File: src/rtl/addr_pkg.sv
// Shared definitions for the multi-cycle chunked adder/subtractor.
package addr_pkg;

    localparam logic [1:0] ST_IDLE = 2'd0;
    localparam logic [1:0] ST_RUN  = 2'd1;
    localparam logic [1:0] ST_DONE = 2'd2;

    // Width of a counter that must hold 0..nstep-1; never narrower than 1 bit.
    function automatic int step_width(input int nstep);
        int w;
        w = 1;
        while ((1 << w) < nstep) w++;
        return w;
    endfunction

endpackage

File: src/rtl/addr_chunk.sv
// Combinational CHUNK-bit adder slice; the only carry chain in the datapath.
module addr_chunk #(
    parameter int CHUNK = 4
) (
    input  logic [CHUNK-1:0] a,
    input  logic [CHUNK-1:0] b,
    input  logic             cin,
    output logic [CHUNK-1:0] sum,
    output logic             cout
);

    assign {cout, sum} = {1'b0, a} + {1'b0, b} + {{CHUNK{1'b0}}, cin};

endmodule

File: src/rtl/addr_seq.sv
// Multi-cycle WIDTH-bit adder/subtractor: one CHUNK-bit slice per cycle,
// carry kept in a register, valid/ready on both sides.
//
// state   | meaning
// IDLE    | waiting for operands, in_ready high
// RUN     | processing chunk 'step'
// DONE    | result presented, waiting for out_ready
module addr_seq
    import addr_pkg::*;
#(
    parameter int WIDTH = 32,
    parameter int CHUNK = 4
) (
    input  logic             clk,
    input  logic             rst,
    input  logic             in_valid,
    output logic             in_ready,
    input  logic [WIDTH-1:0] a,
    input  logic [WIDTH-1:0] b,
    input  logic             cin,
    input  logic             sub,
    output logic             out_valid,
    input  logic             out_ready,
    output logic [WIDTH-1:0] sum,
    output logic             cout,
    output logic             overflow
);

    localparam int NSTEP = WIDTH / CHUNK;
    localparam int SW    = step_width(NSTEP);
    localparam logic [WIDTH-1:0] CMASK = WIDTH'({CHUNK{1'b1}});

    generate
        if (CHUNK < 1 || WIDTH < CHUNK || (WIDTH % CHUNK) != 0) begin : g_bad_params
            $error("addr_seq: WIDTH must be a positive multiple of CHUNK");
        end
    endgenerate

    logic [1:0]       state;
    logic [SW-1:0]    step;
    logic             carry;
    logic [WIDTH-1:0] a_r;
    logic [WIDTH-1:0] b_r;

    logic [CHUNK-1:0] a_chunk;
    logic [CHUNK-1:0] b_chunk;
    logic [CHUNK-1:0] s_chunk;
    logic             c_chunk;
    logic             last;
    int               shamt;
    logic [WIDTH-1:0] sum_next;

    always_comb begin
        shamt    = int'(step) * CHUNK;
        a_chunk  = CHUNK'(a_r >> shamt);
        b_chunk  = CHUNK'(b_r >> shamt);
        last     = (step == SW'(NSTEP - 1));
        sum_next = (sum & ~(CMASK << shamt)) | (WIDTH'(s_chunk) << shamt);
    end

    addr_chunk #(.CHUNK(CHUNK)) u_chunk (
        .a    (a_chunk),
        .b    (b_chunk),
        .cin  (carry),
        .sum  (s_chunk),
        .cout (c_chunk)
    );

    // rst gates in_ready directly so no operand is taken during reset.
    assign in_ready  = (state == ST_IDLE) && !rst;
    assign out_valid = (state == ST_DONE);

    always_ff @(posedge clk) begin
        if (rst) begin
            state    <= ST_IDLE;
            step     <= '0;
            carry    <= 1'b0;
            a_r      <= '0;
            b_r      <= '0;
            sum      <= '0;
            cout     <= 1'b0;
            overflow <= 1'b0;
        end else begin
            case (state)
                ST_IDLE: begin
                    if (in_valid) begin
                        a_r   <= a;
                        b_r   <= sub ? ~b : b;
                        carry <= sub ? 1'b1 : cin;
                        step  <= '0;
                        state <= ST_RUN;
                    end
                end
                ST_RUN: begin
                    sum   <= sum_next;
                    carry <= c_chunk;
                    if (last) begin
                        state    <= ST_DONE;
                        cout     <= c_chunk;
                        // s_chunk's MSB is the result MSB being written this cycle.
                        overflow <= (a_r[WIDTH-1] == b_r[WIDTH-1]) &&
                                    (s_chunk[CHUNK-1] != a_r[WIDTH-1]);
                    end else begin
                        step <= step + 1'b1;
                    end
                end
                ST_DONE: begin
                    if (out_ready) state <= ST_IDLE;
                end
                default: state <= ST_IDLE;
            endcase
        end
    end

endmodule

File: config.mk
export PLATFORM = sky130hd
export DESIGN_NAME = addr_seq
export DESIGN_NICKNAME = d
export VERILOG_FILES = /design/src/rtl/addr_pkg.sv /design/src/rtl/addr_chunk.sv /design/src/rtl/addr_seq.sv
export SDC_FILE = /design/constraint.sdc
export NUM_CORES = 1
export LEC_CHECK = 0
export CORE_UTILIZATION = 50
export CTS_CLUSTER_SIZE = 8
export DETAILED_ROUTE_END_ITERATION = 7
export PLACE_DENSITY = 0.88
export SETUP_SLACK_MARGIN = 0.2
export SYNTH_ARGS = -nofsm -noshare
export SYNTH_HDL_FRONTEND = slang
export SYNTH_SLANG_ARGS = --single-unit
export TNS_END_PERCENT = 30
File: constraint.sdc
create_clock -name clk -period 4.16 [get_ports clk]
set_input_delay 0.832 -clock clk [delete_from_list [all_inputs] [get_ports clk]]
set_output_delay 0.832 -clock clk [all_outputs]
set_load 0.02 [all_outputs]
==> results of run 1 <==
final cells by class:
type,instances,area [um^2],share of cell area
inverters,4,15.0,0.00251
multi-input cells,381,2440,0.408
clock inverters,7,82.6,0.0138
well taps,111,139,0.0232
flip-flops and latches,104,2080,0.348
repair buffers,112,1100,0.183
clock buffers,9,124,0.0207
per-layer routing:
layer / vias up / share of wire / GRT usage
met2: 187 / 0.50 / 0.418
li1: 1999 / - / -
met1: 1909 / 0.40 / 0.287
met5: - / 0 / 0
met3: 34 / 0.060 / 0.0358
met4: 0 / 0.032 / 0.126
cells by family after synthesis:
group / share of synthesized area
AO/OA/AOI/OAI: 0.157
XOR/XNOR: 0.0610
adder cells (fa/ha/maj): 0.0322
buffers and inverters: 0.0475
flip-flops: 0.439
multiplexers: 0.0781
AND/OR/NAND/NOR: 0.185
power by group:
| group | leakage, nW | switching (mW) | total (mW) | internal (mW) |
|---|---|---|---|---|
| logic | 1.16 | 0.173 | 0.346 | 0.174 |
| registers | 0.851 | 0.0359 | 1.08 | 1.05 |
| clock network | 0.106 | 0.367 | 0.657 | 0.290 |
| total | 2.12 | 0.576 | 2.09 | 1.51 |
placed cells by master, fill, tap and decap left out, types with 3 or more instances in the layout:
cell | Yosys | routed
ha_1 | 9 | 9
buf_4 | 1 | 8
or3_2 | 5 | 5
nand2_1 | 115 | 115
inv_6 | 0 | 5
or3_1 | 6 | 6
xnor2_1 | 33 | 33
o21ai_0 | 3 | 3
a211oi_1 | 33 | 33
nor3_1 | 4 | 4
a21oi_1 | 44 | 44
a22oi_1 | 10 | 10
clkbuf_8 | 0 | 9
nor2_1 | 63 | 63
inv_1 | 4 | 4
clkdlybuf4s50_1 | 0 | 103
nor2b_1 | 5 | 5
mux4_2 | 16 | 16
a32oi_1 | 16 | 16
dfxtp_1 | 104 | 104
final timing paths:
kind                            startpoint       to  slack (ns)  cells past startpoint
worst max-delay path               step[1]  sum[22]        0.70                      9
worst min-delay path               sum[27]  sum[27]        0.46                      2
worst max register to register     step[1]  sum[22]        0.70                      9
worst min register to register     sum[27]  sum[27]        0.46                      2
worst max-delay path, delay by kind of cell (launching register included):
kind / cells / cell delay, ns
flops: 1 / 1.01
fa+ha+maj: 2 / 0.88
simple gates: 4 / 0.73
mux: 1 / 0.41
compound gates: 1 / 0.19
xor+xnor: 1 / 0.16
registers in the layout, indices dropped and copies added (netlist names):
signal    flops
a_r          32
b_r          32
sum          32
step          3
state         2
carry         1
cout          1
overflow      1
==> results.txt, run 1 <==
Final-report hold violation count: 0
Max Cap Viol: 0
Clk sinks: 104
Hold WC Path Type: reg2reg
Unique masters post-synth: 36
WL/cell: 15.8 um
Via/cell ratio: 5.67
Clock root cell: clkbuf_8
Critical path's largest stage delay: 1.01 ns
CORE AREA: 9200 um^2
Pre-CTS setup slack: 0.851 ns
Worst Path Arrival: 3.76 ns
Maximum clock rate: 289 MHz
Area share of the largest cell type after synthesis: 0.439
Hold WS: 0.456 ns
RSZ-0062 raised after global routing: false
Nets: 693
Antenna cells: 0
Slowest stage cell on the critical path: dfxtp_1
Die area: 9870 um^2
Post-route insts no fill: 728
Area Overhead vs Synth: 26.1%
Status: finished clean
Setup_tns: 0 ns
Grt ovf: 0
Post-synthesis cell count: 535
Routed Antenna Nets: 0
First-pass GRT wire length: 18.8 mm
Period utilization: 0.831
Longest Clk Path Bufs: 2
Design area: 5980 um^2
Setup CP Type: reg2reg
Crit path required time: 4.46 ns
Clock Pin Slew Worst Setup and Hold Paths: 0.10 ns
Initial Utilization: 0.515
Post-Route Utilization: 0.650
Sequential-to-total area share from yosys stat: 0.439
Post-placement cell count: 712
Crit path cell chain: mux4_2 > nand2_1 > nand2_1 > fa_1 > fa_1 > xnor2_1 > nor3_1 > a22oi_1 > nor2_1
Worst setup EP type: flop
Ys async rst share: 0
Placed inst area: 5770 um^2
Final setup fails: 0
DRT Wirelength: 11.5 mm
Initial antenna violation count: 0
Synth Area per Inst: 8.86 um^2
# IOs: 106
Share of cells above drive strength 1: 0.0810
Largest net degree at the start of global routing: 105
Pwr per Cell Area: 349 nW/um^2
DRT iter0 DRCs: 209
Drt first pass iters: 4
Setup Buffers After CTS: 0
Slew @ Worst Pin: 1.03 ns
Cell taking the most area after synthesis: dfxtp_1
Residual DRC: 0
Critical path fanouts, max: 23
TritonCTS clock tree: built
Tot Pwr: 2.09 mW
Filler cells: 726
Vias: 4129
Mapped Area: 4740 um^2
CTS Buf Count: 9
DIE HEIGHT: 99.4 um
Crit start category: flop
Routability congestion estimate from global placement: 0.845
Yosys Warn Count: 0
H-tree levels: 3
EDFF count, synth: 0
Port Buf Inserts: 105
Mapped Nets: 616
Leakage: 2.12 nW
Clk_skew: 0.0137 ns
Detail Placement HPWL: 8.45 mm
Final Max Tran Viols: 0
Row count: 35
Die Wd: 99.4 um
Area contributors post-synth: dfxtp_1 44%, nand2_1 9.1%, mux4_2 7.6%
Most frequent cells after synthesis: 115 x nand2_1, 104 x dfxtp_1, 63 x nor2_1, 44 x a21oi_1
Peak supply drop: 255 uV
Post-route setup slack: 0.702 ns
# resized after CTS: 0
Most common cell in the synthesized netlist: nand2_1
Total track usage: 0.240
Worst-Skew Late Latency: 0.38 ns
Synthesized flop and latch total: 104
Final Critical Period: 3.46 ns
Slew HR: 0.312
Post-CTS Hold Buffers: 0
Number of global-route vias before repair: 4140
Ys flop type: dfxtp_1
Note: power is estimated with default switching activity, not from simulation.
==> run 2: changes to the inputs <==
- clock period: 4.16 -> 3.5 ns (I/O delays scaled with it)
==> run 2 against run 1 <==
Against the previous run:
- sequential cell count unchanged
- global-route usage up 0.61 points
- setup slack got worse by 0.33 ns
- clock-buffer cell count up 3
- routed wire length up 0.69%
- worst hold slack worse by 0.0024 ns
- largest cell class unchanged
==> results.txt, run 2 (same netlist as run 1, synthesis figures left out) <==
RSZ-0062 raised after global routing: false (unchanged)
Crit start category: flop (unchanged)
Grt ovf: 0 (unchanged)
# resized after CTS: 0 (unchanged)
Reg2reg end: sum[22] (unchanged)
Slew HR: 0.309 (was 0.312)
Hold Path Sink: sum[27] (unchanged)
# IOs: 106 (unchanged)
Hold path cells: 2 (unchanged)
Psw: 0.655 mW (was 0.576 mW)
CTS Buf Count: 9 (unchanged)
Largest net degree at the start of global routing: 105 (unchanged)
Port Buf Inserts: 105 (unchanged)
Hold WC Path Type: reg2reg (unchanged)
Hold WS: 0.453 ns (was 0.456 ns)
Clock Pin Slew Worst Setup and Hold Paths: 0.10 ns (about the same)
Comb pwr share: 0.164 (was 0.166)
Total track usage: 0.246 (was 0.240)
Area Overhead vs Synth: 27.2% (was 26.1%)
R2r startpoint: step[0] (was step[1])
Leading cell type in the layout, fill and taps excluded: nand2_1 (unchanged)
Peak supply drop: 182 uV (was 255 uV)
Crit path required time: 3.80 ns (was 4.46 ns)
Row count: 35 (unchanged)
DIE HEIGHT: 99.4 um (unchanged)
Nets: 695 (was 693)
Critical path fanouts, max: 25 (was 23)
Largest regs: a_r: 32 flops, b_r: 32 flops, sum: 32 flops (unchanged)
Share of cells above drive strength 1: 0.0824 (was 0.0810)
Commonest non-fill, non-tap cells in the layout: 115 x nand2_1, 104 x dfxtp_1, 103 x clkdlybuf4s50_1 (unchanged)
Final Max Tran Viols: 0 (unchanged)
WL/cell: 15.9 um (was 15.8 um)
Drt first pass iters: 4 (unchanged)
Die Wd: 99.4 um (unchanged)
Crit path launch: step[0] (was step[1])
H-tree levels: 3 (unchanged)
Worst Path Arrival: 3.43 ns (was 3.76 ns)
Via/cell ratio: 5.74 (was 5.67)
Status: finished clean (unchanged)
Post-CTS Hold Buffers: 0 (unchanged)
Clk_skew: 0.0119 ns (was 0.0137 ns)
Routability congestion estimate from global placement: 0.839 (was 0.845)
HP Start: sum[27] (unchanged)
Leakage: 2.14 nW (was 2.12 nW)
Clock root cell: clkbuf_8 (unchanged)
Vias: 4190 (was 4129)
R2R setup slack: 0.37 ns (was 0.70 ns)
Worst-Skew Late Latency: 0.38 ns (about the same)
Clk sinks: 104 (unchanged)
Setup_tns: 0 ns (unchanged)
Initial antenna violation count: 0 (unchanged)
Power Internal: 1.90 mW (was 1.51 mW)
Reg2reg path depth: 10 (was 9)
Sequential group share of total power: 0.503 (was 0.519)
Pwr per Cell Area: 423 nW/um^2 (was 349 nW/um^2)
First-pass GRT wire length: 19.1 mm (was 18.8 mm)
DRT Wirelength: 11.6 mm (was 11.5 mm)
Max Cap Viol: 0 (unchanged)
Routed Antenna Nets: 0 (unchanged)
Number of global-route vias before repair: 4021 (was 4140)
Maximum clock rate: 320 MHz (was 289 MHz)
Die area: 9870 um^2 (unchanged)
CORE AREA: 9200 um^2 (unchanged)
Final Critical Period: 3.13 ns (was 3.46 ns)
Final setup fails: 0 (unchanged)
Setup CP Type: reg2reg (unchanged)
Detail Placement HPWL: 8.48 mm (was 8.45 mm)
Longest Clk Path Bufs: 2 (unchanged)
Worst setup EP type: flop (unchanged)
Period utilization: 0.894 (was 0.831)
Final-report hold violation count: 0 (unchanged)
Antenna cells: 0 (unchanged)
Setup Buffers After CTS: 0 (unchanged)
TritonCTS clock tree: built (unchanged)
DRT iter0 DRCs: 306 (was 209)
Initial Utilization: 0.515 (unchanged)
Residual DRC: 0 (unchanged)
Clock network power share: 0.333 (was 0.315)
Slew @ Worst Pin: 1.04 ns (was 1.03 ns)
Switch share: 0.257 (was 0.276)
==> run 2: cell count changes in the layout (fill, tap and decap cells not counted), sizes merged <==
| cell | change |
|---|---|
| buf | +2 |
| inv | -5 |
| bufinv | +1 |
| clkinvlp | +1 |
| clkbuf | +3 |
==> run 2: layout make-up <==
| class | instances | area [um^2] |
|---|---|---|
| Inverter | 4 | 15.0 |
| Clock buffer | 12 | 155 |
| Sequential cell | 104 | 2080 |
| Multi-Input combinational cell | 381 | 2440 |
| Timing Repair Buffer | 114 | 1120 |
| Fill cell | 733 | 3170 |
| Tap cell | 111 | 139 |
| Clock inverter | 4 | 76.3 |
==> run 2: worst max-delay path, cell delays in order (launching register included) <==
cell,delay (ns)
dfxtp_1,0.37
buf_12,0.21
mux4_2,0.53
nand2_1,0.09
nand2_1,0.09
fa_1,0.44
fa_1,0.43
xnor2_1,0.16
nor3_1,0.40
a22oi_1,0.17
nor2_1,0.14
==> run 2: through the flow <==
stage / instances / utilization / power, mW / instance area [um^2] / setup slack (ns)
final: 730 / 0.656 / 2.55 / 6030 / 0.371
after global routing: 730 / 0.656 / 2.64 / 6030 / 0.203
after CTS: 730 / 0.656 / 2.55 / 6030 / 0.382
after detailed placement: 714 / 0.630 / 1.73 / 5800 / 0.487
after global placement: 714 / 0.630 / 1.71 / 5800 / 0.658
after floorplan: 535 / - / 1.57 / 4740 / 0.577
==> run 2: worst max path at each step <==
stage | slack [ns] | cells after the start | to
2_1_floorplan | 0.58 | 11 | carry
3_3_place_gp | 0.66 | 10 | sum[22]
3_5_place_dp | 0.49 | 10 | sum[22]
4_1_cts | 0.38 | 10 | sum[22]
5_1_grt | 0.20 | 10 | sum[26]
6_report | 0.37 | 10 | sum[22]
==> run 2: power by group through the flow <==
stage / combinational (mW) / sequential (mW) / clock [mW]
3_3_place_gp: 0.397 / 1.31 / 0
4_1_cts: 0.416 / 1.28 / 0.848
3_5_place_dp: 0.415 / 1.31 / 0
2_1_floorplan: 0.268 / 1.30 / 0
5_1_grt: 0.454 / 1.29 / 0.900
6_report: 0.417 / 1.28 / 0.849
==> run 2: metal layers <==
layer | global-route usage | vias up | share of wire
met5 | 0 | - | 0
li1 | - | 2001 | -
met1 | 0.301 | 1962 | 0.41
met2 | 0.404 | 190 | 0.49
met4 | 0.137 | 0 | 0.034
met3 | 0.0534 | 37 | 0.062
==> run 3: changes to the inputs <==
- CORE_ASPECT_RATIO: default -> 1.75
- CORE_MARGIN: default -> 4
- TNS_END_PERCENT: 30 -> 5
==> run 3 against run 2 <==
Against the previous run:
- clock skew down 0.0045 ns
- sequential cell count unchanged
- setup slack better by 0.0062 ns
- utilization up 0.92 points
- worst hold slack better by 0.0042 ns
- clock power up 3.7%
- sequential power about the same
- clock-buffer cell count down 2
- power up 1.4%
==> results.txt, run 3 (same netlist as run 1, synthesis figures left out) <==
Max Cap Viol: 0 (unchanged)
Maximum clock rate: 320 MHz (about the same)
Residual DRC: 0 (unchanged)
Nets: 696 (was 695)
Row count: 46 (was 35)
Peak supply drop: 282 uV (was 182 uV)
Placed inst area: 5830 um^2 (was 5800 um^2)
TritonCTS clock tree: built (unchanged)
Slowest stage cell on the critical path: dfxtp_1 (was mux4_2)
Vias: 4098 (was 4190)
Total track usage: 0.225 (was 0.246)
Clock Pin Slew Worst Setup and Hold Paths: 0.07 ns (was 0.10 ns)
Grt ovf: 0 (unchanged)
Longest Clk Path Bufs: 2 (unchanged)
Period utilization: 0.892 (was 0.894)
Setup_tns: 0 ns (unchanged)
Crit path required time: 3.78 ns (was 3.80 ns)
Setup CP Type: reg2reg (unchanged)
Hold WS: 0.457 ns (was 0.453 ns)
Via/cell ratio: 5.55 (was 5.74)
Area Overhead vs Synth: 28.4% (was 27.2%)
CORE AREA: 9150 um^2 (was 9200 um^2)
Final Critical Period: 3.12 ns (was 3.13 ns)
Largest regs: a_r: 32 flops, b_r: 32 flops, sum: 32 flops (unchanged)
DRT Wirelength: 12.0 mm (was 11.6 mm)
Slew HR: 0.315 (was 0.309)
Final setup fails: 0 (unchanged)
H-tree levels: 3 (unchanged)
Clock root cell: clkbuf_16 (was clkbuf_8)
Storage cell area: 2080 um^2 (unchanged)
Leakage: 2.16 nW (was 2.14 nW)
Detail Placement HPWL: 9.10 mm (was 8.48 mm)
Final-report hold violation count: 0 (unchanged)
CTS Buf Count: 9 (unchanged)
Hold WC Path Type: reg2reg (unchanged)
Final Max Tran Viols: 0 (unchanged)
Pwr per Cell Area: 425 nW/um^2 (was 423 nW/um^2)
RSZ-0062 raised after global routing: false (unchanged)
Drt first pass iters: 4 (unchanged)
Antenna cells: 0 (unchanged)
# IOs: 106 (unchanged)
DRT iter0 DRCs: 267 (was 306)
Commonest non-fill, non-tap cells in the layout: 115 x nand2_1, 104 x dfxtp_1, 103 x clkdlybuf4s50_1 (unchanged)
DIE HEIGHT: 137 um (was 99.4 um)
Worst Path Arrival: 3.40 ns (was 3.43 ns)
Critical path's largest stage delay: 0.56 ns (was 0.53 ns)
Post-Route Utilization: 0.665 (was 0.656)
Initial Utilization: 0.518 (was 0.515)
Area of the multi-input gates: 2440 um^2 (about the same)
Routed Antenna Nets: 0 (unchanged)
Status: finished clean (unchanged)
Filler cells: 732 (was 733)
Port Buf Inserts: 105 (unchanged)
Worst setup EP type: flop (unchanged)
Die Wd: 81.6 um (was 99.4 um)
Setup Buffers After CTS: 0 (unchanged)
Critical path fanouts, max: 7 (was 25)
Post-CTS Hold Buffers: 0 (unchanged)
Largest net degree at the start of global routing: 105 (unchanged)
Design area: 6080 um^2 (was 6030 um^2)
Share of cells above drive strength 1: 0.0825 (was 0.0824)
Clk_skew: 0.00740 ns (was 0.0119 ns)
Crit start category: flop (unchanged)
Worst-Skew Late Latency: 0.35 ns (was 0.38 ns)
Number of global-route vias before repair: 4126 (was 4021)
Initial antenna violation count: 0 (unchanged)
Clk sinks: 104 (unchanged)
Slew @ Worst Pin: 1.03 ns (was 1.04 ns)
Leading cell type in the layout, fill and taps excluded: nand2_1 (unchanged)
Die area: 11200 um^2 (was 9870 um^2)
Crit path cell chain: mux4_2 > nand2_1 > nand2_1 > fa_1 > fa_1 > xnor2_1 > nor3_1 > a22oi_1 > nor2_1 (was buf_12 > mux4_2 > nand2_1 > nand2_1 > fa_1 > fa_1 > xnor2_1 > nor3_1 > a22oi_1 > nor2_1)
Routability congestion estimate from global placement: 0.888 (was 0.839)
WL/cell: 16.2 um (was 15.9 um)
First-pass GRT wire length: 19.2 mm (was 19.1 mm)
[run 3: power by group]
group	switching (mW)	internal (mW)	total, mW
logic	0.204	0.211	0.416
clock network	0.409	0.471	0.880
registers	0.0450	1.25	1.29
[run 3: worst max-delay path, delay by kind of cell (launching register included)]
family	cells	cell delay, ns
simple gates	4	0.70
fa+ha+maj	2	0.88
mux	1	0.55
xor+xnor	1	0.18
compound gates	1	0.18
flops	1	0.56
[run 3: what timing repair did]
action / in CTS / in global routing
setup endpoints to repair: 0 / 4
hold endpoints to repair: 0 / 0
resized for setup: 0 / 1
[run 3: worst paths after layout]
kind	start	to	slack (ns)	cells past startpoint
worst max-delay path	step[0]	sum[2]	0.38	9
worst min-delay path	sum[11]	sum[11]	0.46	2
worst max register to register	step[0]	sum[2]	0.38	9
worst min register to register	sum[11]	sum[11]	0.46	2
[run 3: metal layers]
metal,GRT usage,share of wire
met4,0.117,0.040
met1,0.239,0.36
met3,0.0448,0.049
met2,0.409,0.55
met5,0,0
[run 3: final cells by class]
cell class	count	share of cell area
clock buffer	10	0.0376
clock inverter	4	0.00391
inverter	4	0.00247
multi-input combinational	381	0.402
sequential	104	0.342
tap	120	0.0247
timing repair buffer	115	0.188
[run 3: per-stage QoR]
stage	power [mW]	std cells	worst slack, ns
floorplan	1.57	535	0.577
global placement	1.72	724	0.385
detailed placement	1.73	724	0.267
CTS	2.59	738	0.250
global route	2.70	738	0.233
finish	2.59	738	0.377
